==> src/rtl/ysyx_25040129_axi_pkg.sv <==
// ysyx_25040129 AXI front end: shared types and AXI constants.
// Imported by the arbiter, its bus interface and the bench.
package ysyx_25040129_axi_pkg;

    typedef enum logic [2:0] {
        S_IDLE,
        S_AR,
        S_R,
        S_AWW,
        S_B
    } state_e;

    localparam int ID_W = 4;

    localparam logic [1:0] BURST_INCR  = 2'b01;
    localparam logic [1:0] RESP_OKAY   = 2'b00;
    localparam logic [1:0] RESP_SLVERR = 2'b10;

    localparam logic [ID_W-1:0] ID_IFU = 4'd0;
    localparam logic [ID_W-1:0] ID_LSU = 4'd1;

    localparam logic [2:0] SIZE_WORD = 3'd2;

    function automatic logic resp_err(input logic [1:0] resp);
        return resp[1];
    endfunction

endpackage

==> src/rtl/ysyx_25040129_axi_arbiter_if.sv <==
// ysyx_25040129 core AXI4 master port (io_master_*).
// master = arbiter side, slave = fabric / memory model side.
interface ysyx_25040129_axi_arbiter_if #(
    parameter int ADDR_W = 32,
    parameter int DATA_W = 32
) ();
    import ysyx_25040129_axi_pkg::*;

    logic              awvalid;
    logic              awready;
    logic [ID_W-1:0]   awid;
    logic [ADDR_W-1:0] awaddr;
    logic [7:0]        awlen;
    logic [2:0]        awsize;
    logic [1:0]        awburst;

    logic                awvalid_unused_guard;
    logic              wvalid;
    logic              wready;
    logic [DATA_W-1:0] wdata;
    logic [DATA_W/8-1:0] wstrb;
    logic              wlast;

    logic              bvalid;
    logic              bready;
    logic [ID_W-1:0]   bid;
    logic [1:0]        bresp;

    logic              arvalid;
    logic              arready;
    logic [ID_W-1:0]   arid;
    logic [ADDR_W-1:0] araddr;
    logic [7:0]        arlen;
    logic [2:0]        arsize;
    logic [1:0]        arburst;

    logic              rvalid;
    logic              rready;
    logic [ID_W-1:0]   rid;
    logic [DATA_W-1:0] rdata;
    logic [1:0]        rresp;
    logic              rlast;

    assign awvalid_unused_guard = 1'b0;

    modport master (
        output awvalid, awid, awaddr, awlen, awsize, awburst,
        input  awready,
        output wvalid, wdata, wstrb, wlast,
        input  wready,
        input  bvalid, bid, bresp,
        output bready,
        output arvalid, arid, araddr, arlen, arsize, arburst,
        input  arready,
        input  rvalid, rid, rdata, rresp, rlast,
        output rready
    );

    modport slave (
        input  awvalid, awid, awaddr, awlen, awsize, awburst,
        output awready,
        input  wvalid, wdata, wstrb, wlast,
        output wready,
        output bvalid, bid, bresp,
        input  bready,
        input  arvalid, arid, araddr, arlen, arsize, arburst,
        output arready,
        output rvalid, rid, rdata, rresp, rlast,
        input  rready
    );

endinterface

==> src/rtl/ysyx_25040129_axi_arbiter.sv <==
// ysyx_25040129 AXI arbiter: serialises IFU refills and LSU accesses
// onto the single io_master port, one transaction outstanding.
module ysyx_25040129_axi_arbiter
    import ysyx_25040129_axi_pkg::*;
#(
    parameter int ADDR_W = 32,
    parameter int DATA_W = 32
) (
    input  logic                clock,
    input  logic                reset,

    input  logic                ifu_req_valid,
    output logic                ifu_req_ready,
    input  logic [ADDR_W-1:0]   ifu_addr,
    input  logic [7:0]          ifu_len,
    output logic                ifu_rvalid,
    output logic [DATA_W-1:0]   ifu_rdata,
    output logic                ifu_rlast,
    output logic                ifu_rerr,

    input  logic                lsu_req_valid,
    output logic                lsu_req_ready,
    input  logic                lsu_wen,
    input  logic [ADDR_W-1:0]   lsu_addr,
    input  logic [2:0]          lsu_size,
    input  logic [DATA_W-1:0]   lsu_wdata,
    input  logic [DATA_W/8-1:0] lsu_wstrb,
    output logic                lsu_rsp_valid,
    output logic [DATA_W-1:0]   lsu_rsp_rdata,
    output logic                lsu_rsp_err,

    ysyx_25040129_axi_arbiter_if.master io_master
);

    state_e              state_q, state_d;
    logic                owner_lsu_q;
    logic [ADDR_W-1:0]   addr_q;
    logic [7:0]          len_q;
    logic [2:0]          size_q;
    logic [DATA_W-1:0]   wdata_q;
    logic [DATA_W/8-1:0] wstrb_q;
    logic                aw_done_q, aw_done_d;
    logic                w_done_q, w_done_d;

    logic grant_lsu, grant_ifu;
    logic unused_ok;

    // Held off during reset so nothing is accepted on the reset edge.
    assign grant_lsu = (state_q == S_IDLE) && !reset && lsu_req_valid;
    assign grant_ifu = (state_q == S_IDLE) && !reset && !lsu_req_valid
                       && ifu_req_valid;

    assign unused_ok = ^{io_master.bid, io_master.rid,
                         io_master.rresp[0], io_master.bresp[0]};

    always_ff @(posedge clock) begin
        if (reset) begin
            state_q     <= S_IDLE;
            owner_lsu_q <= 1'b0;
            addr_q      <= '0;
            len_q       <= '0;
            size_q      <= '0;
            wdata_q     <= '0;
            wstrb_q     <= '0;
            aw_done_q   <= 1'b0;
            w_done_q    <= 1'b0;
        end else begin
            state_q   <= state_d;
            aw_done_q <= aw_done_d;
            w_done_q  <= w_done_d;
            if (grant_lsu) begin
                owner_lsu_q <= 1'b1;
                addr_q      <= lsu_addr;
                len_q       <= 8'd0;
                size_q      <= lsu_size;
                wdata_q     <= lsu_wdata;
                wstrb_q     <= lsu_wstrb;
            end else if (grant_ifu) begin
                owner_lsu_q <= 1'b0;
                addr_q      <= ifu_addr;
                len_q       <= ifu_len;
                size_q      <= SIZE_WORD;
                wdata_q     <= '0;
                wstrb_q     <= '0;
            end
        end
    end

    always_comb begin
        state_d   = state_q;
        aw_done_d = aw_done_q;
        w_done_d  = w_done_q;

        ifu_req_ready = 1'b0;
        lsu_req_ready = 1'b0;
        ifu_rvalid    = 1'b0;
        ifu_rdata     = '0;
        ifu_rlast     = 1'b0;
        ifu_rerr      = 1'b0;
        lsu_rsp_valid = 1'b0;
        lsu_rsp_rdata = '0;
        lsu_rsp_err   = 1'b0;

        io_master.awvalid = 1'b0;
        io_master.awid    = '0;
        io_master.awaddr  = '0;
        io_master.awlen   = '0;
        io_master.awsize  = '0;
        io_master.awburst = '0;
        io_master.wvalid  = 1'b0;
        io_master.wdata   = '0;
        io_master.wstrb   = '0;
        io_master.wlast   = 1'b0;
        io_master.bready  = 1'b0;
        io_master.arvalid = 1'b0;
        io_master.arid    = '0;
        io_master.araddr  = '0;
        io_master.arlen   = '0;
        io_master.arsize  = '0;
        io_master.arburst = '0;
        io_master.rready  = 1'b0;

        unique case (state_q)
            S_IDLE: begin
                ifu_req_ready = grant_ifu;
                lsu_req_ready = grant_lsu;
                if (grant_lsu)
                    state_d = lsu_wen ? S_AWW : S_AR;
                else if (grant_ifu)
                    state_d = S_AR;
            end
            S_AR: begin
                io_master.arvalid = 1'b1;
                io_master.arid    = owner_lsu_q ? ID_LSU : ID_IFU;
                io_master.araddr  = addr_q;
                io_master.arlen   = len_q;
                io_master.arsize  = size_q;
                io_master.arburst = BURST_INCR;
                if (io_master.arready)
                    state_d = S_R;
            end
            S_R: begin
                io_master.rready = 1'b1;
                if (io_master.rvalid) begin
                    if (owner_lsu_q) begin
                        lsu_rsp_valid = 1'b1;
                        lsu_rsp_rdata = io_master.rdata;
                        lsu_rsp_err   = resp_err(io_master.rresp);
                    end else begin
                        ifu_rvalid = 1'b1;
                        ifu_rdata  = io_master.rdata;
                        ifu_rlast  = io_master.rlast;
                        ifu_rerr   = resp_err(io_master.rresp);
                    end
                    if (io_master.rlast)
                        state_d = S_IDLE;
                end
            end
            S_AWW: begin
                io_master.awvalid = !aw_done_q;
                io_master.awid    = ID_LSU;
                io_master.awaddr  = addr_q;
                io_master.awlen   = 8'd0;
                io_master.awsize  = size_q;
                io_master.awburst = BURST_INCR;
                io_master.wvalid  = !w_done_q;
                io_master.wdata   = wdata_q;
                io_master.wstrb   = wstrb_q;
                io_master.wlast   = 1'b1;
                aw_done_d = aw_done_q || io_master.awready;
                w_done_d  = w_done_q || io_master.wready;
                // Both channels may finish together or in either order.
                if (aw_done_d && w_done_d) begin
                    aw_done_d = 1'b0;
                    w_done_d  = 1'b0;
                    state_d   = S_B;
                end
            end
            S_B: begin
                io_master.bready = 1'b1;
                if (io_master.bvalid) begin
                    lsu_rsp_valid = 1'b1;
                    lsu_rsp_err   = resp_err(io_master.bresp);
                    state_d       = S_IDLE;
                end
            end
            default: state_d = S_IDLE;
        endcase
    end

endmodule

==> src/flat_wrapper.sv <==
// flat-port wrapper written by rule: the top's interface ports become plain ports
module ysyx_25040129_axi_arbiter_flat import ysyx_25040129_axi_pkg::*;
#(
    parameter int ADDR_W = 32,
    parameter int DATA_W = 32
)
  (clock, reset, ifu_req_valid, ifu_req_ready, ifu_addr, ifu_len, ifu_rvalid, ifu_rdata, ifu_rlast, ifu_rerr, lsu_req_valid, lsu_req_ready, lsu_wen, lsu_addr, lsu_size, lsu_wdata, lsu_wstrb, lsu_rsp_valid, lsu_rsp_rdata, lsu_rsp_err, io_master_awvalid, io_master_awid, io_master_awaddr, io_master_awlen, io_master_awsize, io_master_awburst, io_master_awready, io_master_wvalid, io_master_wdata, io_master_wstrb, io_master_wlast, io_master_wready, io_master_bvalid, io_master_bid, io_master_bresp, io_master_bready, io_master_arvalid, io_master_arid, io_master_araddr, io_master_arlen, io_master_arsize, io_master_arburst, io_master_arready, io_master_rvalid, io_master_rid, io_master_rdata, io_master_rresp, io_master_rlast, io_master_rready);
  ysyx_25040129_axi_arbiter_if #(.ADDR_W(ADDR_W), .DATA_W(DATA_W)) io_master_i ();
  input  logic clock;
  input  logic reset;
  input  logic ifu_req_valid;
  output logic ifu_req_ready;
  input  logic [ADDR_W-1:0] ifu_addr;
  input  logic [7:0] ifu_len;
  output logic ifu_rvalid;
  output logic [DATA_W-1:0] ifu_rdata;
  output logic ifu_rlast;
  output logic ifu_rerr;
  input  logic lsu_req_valid;
  output logic lsu_req_ready;
  input  logic lsu_wen;
  input  logic [ADDR_W-1:0] lsu_addr;
  input  logic [2:0] lsu_size;
  input  logic [DATA_W-1:0] lsu_wdata;
  input  logic [DATA_W/8-1:0] lsu_wstrb;
  output logic lsu_rsp_valid;
  output logic [DATA_W-1:0] lsu_rsp_rdata;
  output logic lsu_rsp_err;
  output wire logic [$bits(io_master_i.awvalid)-1:0] io_master_awvalid;
  output wire logic [$bits(io_master_i.awid)-1:0] io_master_awid;
  output wire logic [$bits(io_master_i.awaddr)-1:0] io_master_awaddr;
  output wire logic [$bits(io_master_i.awlen)-1:0] io_master_awlen;
  output wire logic [$bits(io_master_i.awsize)-1:0] io_master_awsize;
  output wire logic [$bits(io_master_i.awburst)-1:0] io_master_awburst;
  input wire logic [$bits(io_master_i.awready)-1:0] io_master_awready;
  output wire logic [$bits(io_master_i.wvalid)-1:0] io_master_wvalid;
  output wire logic [$bits(io_master_i.wdata)-1:0] io_master_wdata;
  output wire logic [$bits(io_master_i.wstrb)-1:0] io_master_wstrb;
  output wire logic [$bits(io_master_i.wlast)-1:0] io_master_wlast;
  input wire logic [$bits(io_master_i.wready)-1:0] io_master_wready;
  input wire logic [$bits(io_master_i.bvalid)-1:0] io_master_bvalid;
  input wire logic [$bits(io_master_i.bid)-1:0] io_master_bid;
  input wire logic [$bits(io_master_i.bresp)-1:0] io_master_bresp;
  output wire logic [$bits(io_master_i.bready)-1:0] io_master_bready;
  output wire logic [$bits(io_master_i.arvalid)-1:0] io_master_arvalid;
  output wire logic [$bits(io_master_i.arid)-1:0] io_master_arid;
  output wire logic [$bits(io_master_i.araddr)-1:0] io_master_araddr;
  output wire logic [$bits(io_master_i.arlen)-1:0] io_master_arlen;
  output wire logic [$bits(io_master_i.arsize)-1:0] io_master_arsize;
  output wire logic [$bits(io_master_i.arburst)-1:0] io_master_arburst;
  input wire logic [$bits(io_master_i.arready)-1:0] io_master_arready;
  input wire logic [$bits(io_master_i.rvalid)-1:0] io_master_rvalid;
  input wire logic [$bits(io_master_i.rid)-1:0] io_master_rid;
  input wire logic [$bits(io_master_i.rdata)-1:0] io_master_rdata;
  input wire logic [$bits(io_master_i.rresp)-1:0] io_master_rresp;
  input wire logic [$bits(io_master_i.rlast)-1:0] io_master_rlast;
  output wire logic [$bits(io_master_i.rready)-1:0] io_master_rready;
  assign io_master_awvalid = io_master_i.awvalid;
  assign io_master_awid = io_master_i.awid;
  assign io_master_awaddr = io_master_i.awaddr;
  assign io_master_awlen = io_master_i.awlen;
  assign io_master_awsize = io_master_i.awsize;
  assign io_master_awburst = io_master_i.awburst;
  assign io_master_i.awready = io_master_awready;
  assign io_master_wvalid = io_master_i.wvalid;
  assign io_master_wdata = io_master_i.wdata;
  assign io_master_wstrb = io_master_i.wstrb;
  assign io_master_wlast = io_master_i.wlast;
  assign io_master_i.wready = io_master_wready;
  assign io_master_i.bvalid = io_master_bvalid;
  assign io_master_i.bid = io_master_bid;
  assign io_master_i.bresp = io_master_bresp;
  assign io_master_bready = io_master_i.bready;
  assign io_master_arvalid = io_master_i.arvalid;
  assign io_master_arid = io_master_i.arid;
  assign io_master_araddr = io_master_i.araddr;
  assign io_master_arlen = io_master_i.arlen;
  assign io_master_arsize = io_master_i.arsize;
  assign io_master_arburst = io_master_i.arburst;
  assign io_master_i.arready = io_master_arready;
  assign io_master_i.rvalid = io_master_rvalid;
  assign io_master_i.rid = io_master_rid;
  assign io_master_i.rdata = io_master_rdata;
  assign io_master_i.rresp = io_master_rresp;
  assign io_master_i.rlast = io_master_rlast;
  assign io_master_rready = io_master_i.rready;
  ysyx_25040129_axi_arbiter #(.ADDR_W(ADDR_W), .DATA_W(DATA_W)) u_core (.clock(clock), .reset(reset), .ifu_req_valid(ifu_req_valid), .ifu_req_ready(ifu_req_ready), .ifu_addr(ifu_addr), .ifu_len(ifu_len), .ifu_rvalid(ifu_rvalid), .ifu_rdata(ifu_rdata), .ifu_rlast(ifu_rlast), .ifu_rerr(ifu_rerr), .lsu_req_valid(lsu_req_valid), .lsu_req_ready(lsu_req_ready), .lsu_wen(lsu_wen), .lsu_addr(lsu_addr), .lsu_size(lsu_size), .lsu_wdata(lsu_wdata), .lsu_wstrb(lsu_wstrb), .lsu_rsp_valid(lsu_rsp_valid), .lsu_rsp_rdata(lsu_rsp_rdata), .lsu_rsp_err(lsu_rsp_err), .io_master(io_master_i));
endmodule
==> config.mk <==
export PLATFORM = sky130hd
export DESIGN_NAME = ysyx_25040129_axi_arbiter_flat
export DESIGN_NICKNAME = d
export VERILOG_FILES = /design/src/rtl/ysyx_25040129_axi_pkg.sv /design/src/rtl/ysyx_25040129_axi_arbiter_if.sv /design/src/rtl/ysyx_25040129_axi_arbiter.sv /design/src/flat_wrapper.sv
export SDC_FILE = /design/constraint.sdc
export NUM_CORES = 1
export LEC_CHECK = 0
export ABC_AREA = 1
export CORE_AREA = 4 4 144 146
export DETAILED_ROUTE_END_ITERATION = 7
export DIE_AREA = 0 0 148 150
export PLACE_DENSITY = 0.73
export SLEW_MARGIN = 25
export SYNTH_ARGS = -nofsm -noshare
export SYNTH_HDL_FRONTEND = slang
export SYNTH_SLANG_ARGS = --single-unit
==> constraint.sdc <==
create_clock -name clock -period 3.4 [get_ports clock]
set_input_delay 0.68 -clock clock [delete_from_list [all_inputs] [get_ports clock]]
set_output_delay 0.68 -clock clock [all_outputs]
set_load 0.02 [all_outputs]
==> metrics.yaml <==
outcome: "finished, final reports clean"
worst_hold_path.num_cells: 2
die_height_um: 150
min_period_ns: 3.08
mappedNetlistArea_um2: 5010
fin_nets: 1363
drv_slew: 0
clock_tree_from_tritoncts: "built"
critical-path-top-delay-family: "buffers and inverters"
cts_setup_buffers: 0
port_buffers: 350
detailedRoute.firstIterationViolations: 248
timing.critical_path.to_type: "primary output"
gp_congestion: 0.860
netlist.top_cell.by_area: "dfxtp_1"
power.ir.vdd_worst_uv: 221
leading_cell_types_by_count_after_synthesis: "196 x nand2_1, 191 x inv_1, 191 x nor2_1, 85 x dfxtp_1, 80 x a21oi_1"
vias: 6126
drtAntennaViolNets: 0
ctsHtreeMaxLevel: 3
wl_um: 21100
r2r_cells: 7
postSynth.asyncResetShare: 0
rsz0062_at_grt: "no"
cts-root-buf: "clkbuf_16"
worstPathMaxFanout: 15
floorplan_die_width_um: 148
postSynthCellCount: 876
setup-violations-final: 0
worst-path-stages: 5
crit_slowest_cell: "clkdlybuf4s50_1"
synthMostInstantiatedCell: "nand2_1"
numClockSinks: 85
yosys.cell_types.count: 25
num-fill-cells: 2016
placement_rows: 51
floorplan.initialDensity: 0.258
final_core_utilization: 0.464
final.setup_skew_ns: 0.00629
timing.hold.worst.class: "reg2reg"
wl_per_cell_um: 14.4
worst-path-buf-inv: 3
ioPinCount: 377
clkSlewWorstSetupHoldPaths_ns: 0.06
globalRoute.totalOverflow: 0
maxSlewHeadroom: 0.417
worst_slew_pin_slew_ns: 0.875
clk-insertion-delay-late_ns: 0.33
finalHoldViolCount: 0
share_of_layout_cells_above_drive_strength_1: 0.0433
synth_sequential_area_ratio: 0.340
setup_total_negative_slack_ns: 0
cp_data_required_time_ns: 2.72
cts.path.max_buffers: 2
synth_edf_count: 0
global_route_wire_length_before_repair_um: 32200
worstSetupPathType: "in2out"
avgViaCountPerCell: 4.18
ctsHoldBuffers: 0
critPathArrivalTime_ns: 2.40
grt_antenna_before_repair: 0
timing.critical_path.mode_cell: "clkdlybuf4s50_1"
post_synth.cell_area_avg_um2: 5.72
first_global_vias: 5971
worst-r2r-setup-slack_ns: 1.43
max_stage_delay_ns: 0.63
cts_inserted_buffers: 9
grt_max_degree: 76
post-dp-hpwl_um: 16300
ff_latch_count_synth: 85
proportion_of_netlist_area_held_by_the_largest_area_contributor: 0.340
post_cts.resized_instances: 0
syn_to_final_growth_pct: 79.8
grt.total_usage: 0.182
synthFlopType: "dfxtp_1"
drcViolationCount: 0
antenna_cells_inserted: 0
ys_top_cells_by_area: "dfxtp_1 34%, nand2_1 15%, inv_1 14%"
postLayoutCellArea_um2: 9010
multiInputGateArea_um2: 2260
die-area_um2: 22200
drtPass1Iterations: 5
pwr_density_cell_nw_per_um2: 382
regArea_um2: 1700
postPlaceCellArea_um2: 8700
crit_path_cell_trace: "clkdlybuf4s50_1 -> nand3_1 -> buf_4 -> nor2_1 -> clkdlybuf4s50_1"
fmax_achieved_mhz: 324
post-route-period-util: 0.907
drv.max_cap_violation_count: 0
static-leakage-power_nw: 3.72
floorplan.core_area_um2: 19400
critPathLaunchType: "input pin"
ys_warn_count: 0
## routing by layer
metal  routed length (µm)  share of wire  GRT usage  vias up
met5                    0              0          0        -
met3                 1620          0.077     0.0382       23
met2                10700           0.51      0.339      250
met1                 8280           0.39      0.206     2708
li1                     -              -          -     3145
met4                  510          0.024     0.0637        0
## placed cells by master (no fill, tap or decap)
master / synthesis / final
clkdlybuf4s50_1: 0 / 338
nand2_1: 196 / 195
nor2_1: 191 / 191
inv_1: 191 / 191
dfxtp_1: 85 / 85
a21oi_1: 80 / 80
nand3_1: 37 / 37
conb_1: 1 / 16
buf_4: 28 / 13
clkbuf_16: 0 / 9
buf_12: 0 / 9
o21ai_0: 6 / 6
inv_2: 5 / 5
a31oi_1: 3 / 3
a211oi_1: 3 / 3
nand2_2: 1 / 2
nand3_2: 2 / 2
nand2_4: 2 / 2
clkinv_4: 0 / 2
nor3_1: 1 / 1
nor2_2: 1 / 1
nor2_4: 1 / 1
inv_4: 1 / 1
nand3b_1: 1 / 1
o21ai_1: 1 / 1
o31ai_1: 1 / 1
clkbuf_8: 0 / 1
clkinv_2: 0 / 1
bufinv_16: 0 / 1
clkinvlp_4: 0 / 1
clkbuf_1: 26 / 1
buf_2: 8 / 1
## stage by stage
stage	hold WS (ns)	setup WS, ns	total power, mW	std cells
2_1_floorplan	0.429	1.04	1.93	891
5_1_grt	0.471	0.200	3.68	1467
3_3_place_gp	0.444	0.340	2.46	1451
6_report	0.451	0.317	3.44	1467
3_5_place_dp	0.446	0.303	2.47	1451
4_1_cts	0.456	0.298	3.50	1467
## logic make-up after synthesis
group,share of synthesized area
compound gates,0.0966
buf+inv,0.220
flops,0.340
other cells,0.000748
simple gates,0.343
## path summary, 6_finish.rpt
kind / start / to
setup / recovery: io_master_rvalid / lsu_rsp_rdata[15]
hold / removal: u_core.len_q[1] / u_core.len_q[1]
setup reg to reg: u_core.state_q[0] / u_core.addr_q[2]
hold reg to reg: u_core.len_q[1] / u_core.len_q[1]
## sequential cells by signal (all words and copies together) (netlist names)
| name | count |
|---|---|
| u_core.addr_q | 32 |
| u_core.aw_done_q | 1 |
| u_core.len_q | 8 |
| u_core.owner_lsu_q | 1 |
| u_core.size_q | 3 |
| u_core.state_q | 3 |
| u_core.w_done_q | 1 |
| u_core.wdata_q | 32 |
| u_core.wstrb_q | 4 |
## power breakdown
group          total [mW]  switching [mW]  leakage, nW  internal, mW
Sequential           1.20          0.0714        0.694          1.13
Combinational        1.24           0.724         2.88         0.515
Clock                1.00           0.411        0.146         0.591
Total                3.44            1.21         3.72          2.24
## tightest hold or removal path: cells and delay by family (launching register included)
kind / cells / cell delay, ns
DFF: 1 / 0.30
buffers and inverters: 1 / 0.06
AOI/OAI and AO/OA: 1 / 0.05
## final cells by class
class / instances / share of cell area
Tap cell: 265 / 0.0368
Sequential cell: 85 / 0.189
Clock inverter: 5 / 0.00667
Timing Repair Buffer: 361 / 0.407
Inverter: 197 / 0.0824
Clock buffer: 11 / 0.0269
Multi-Input combinational cell: 543 / 0.251
Power figures use the tool's default switching activity.
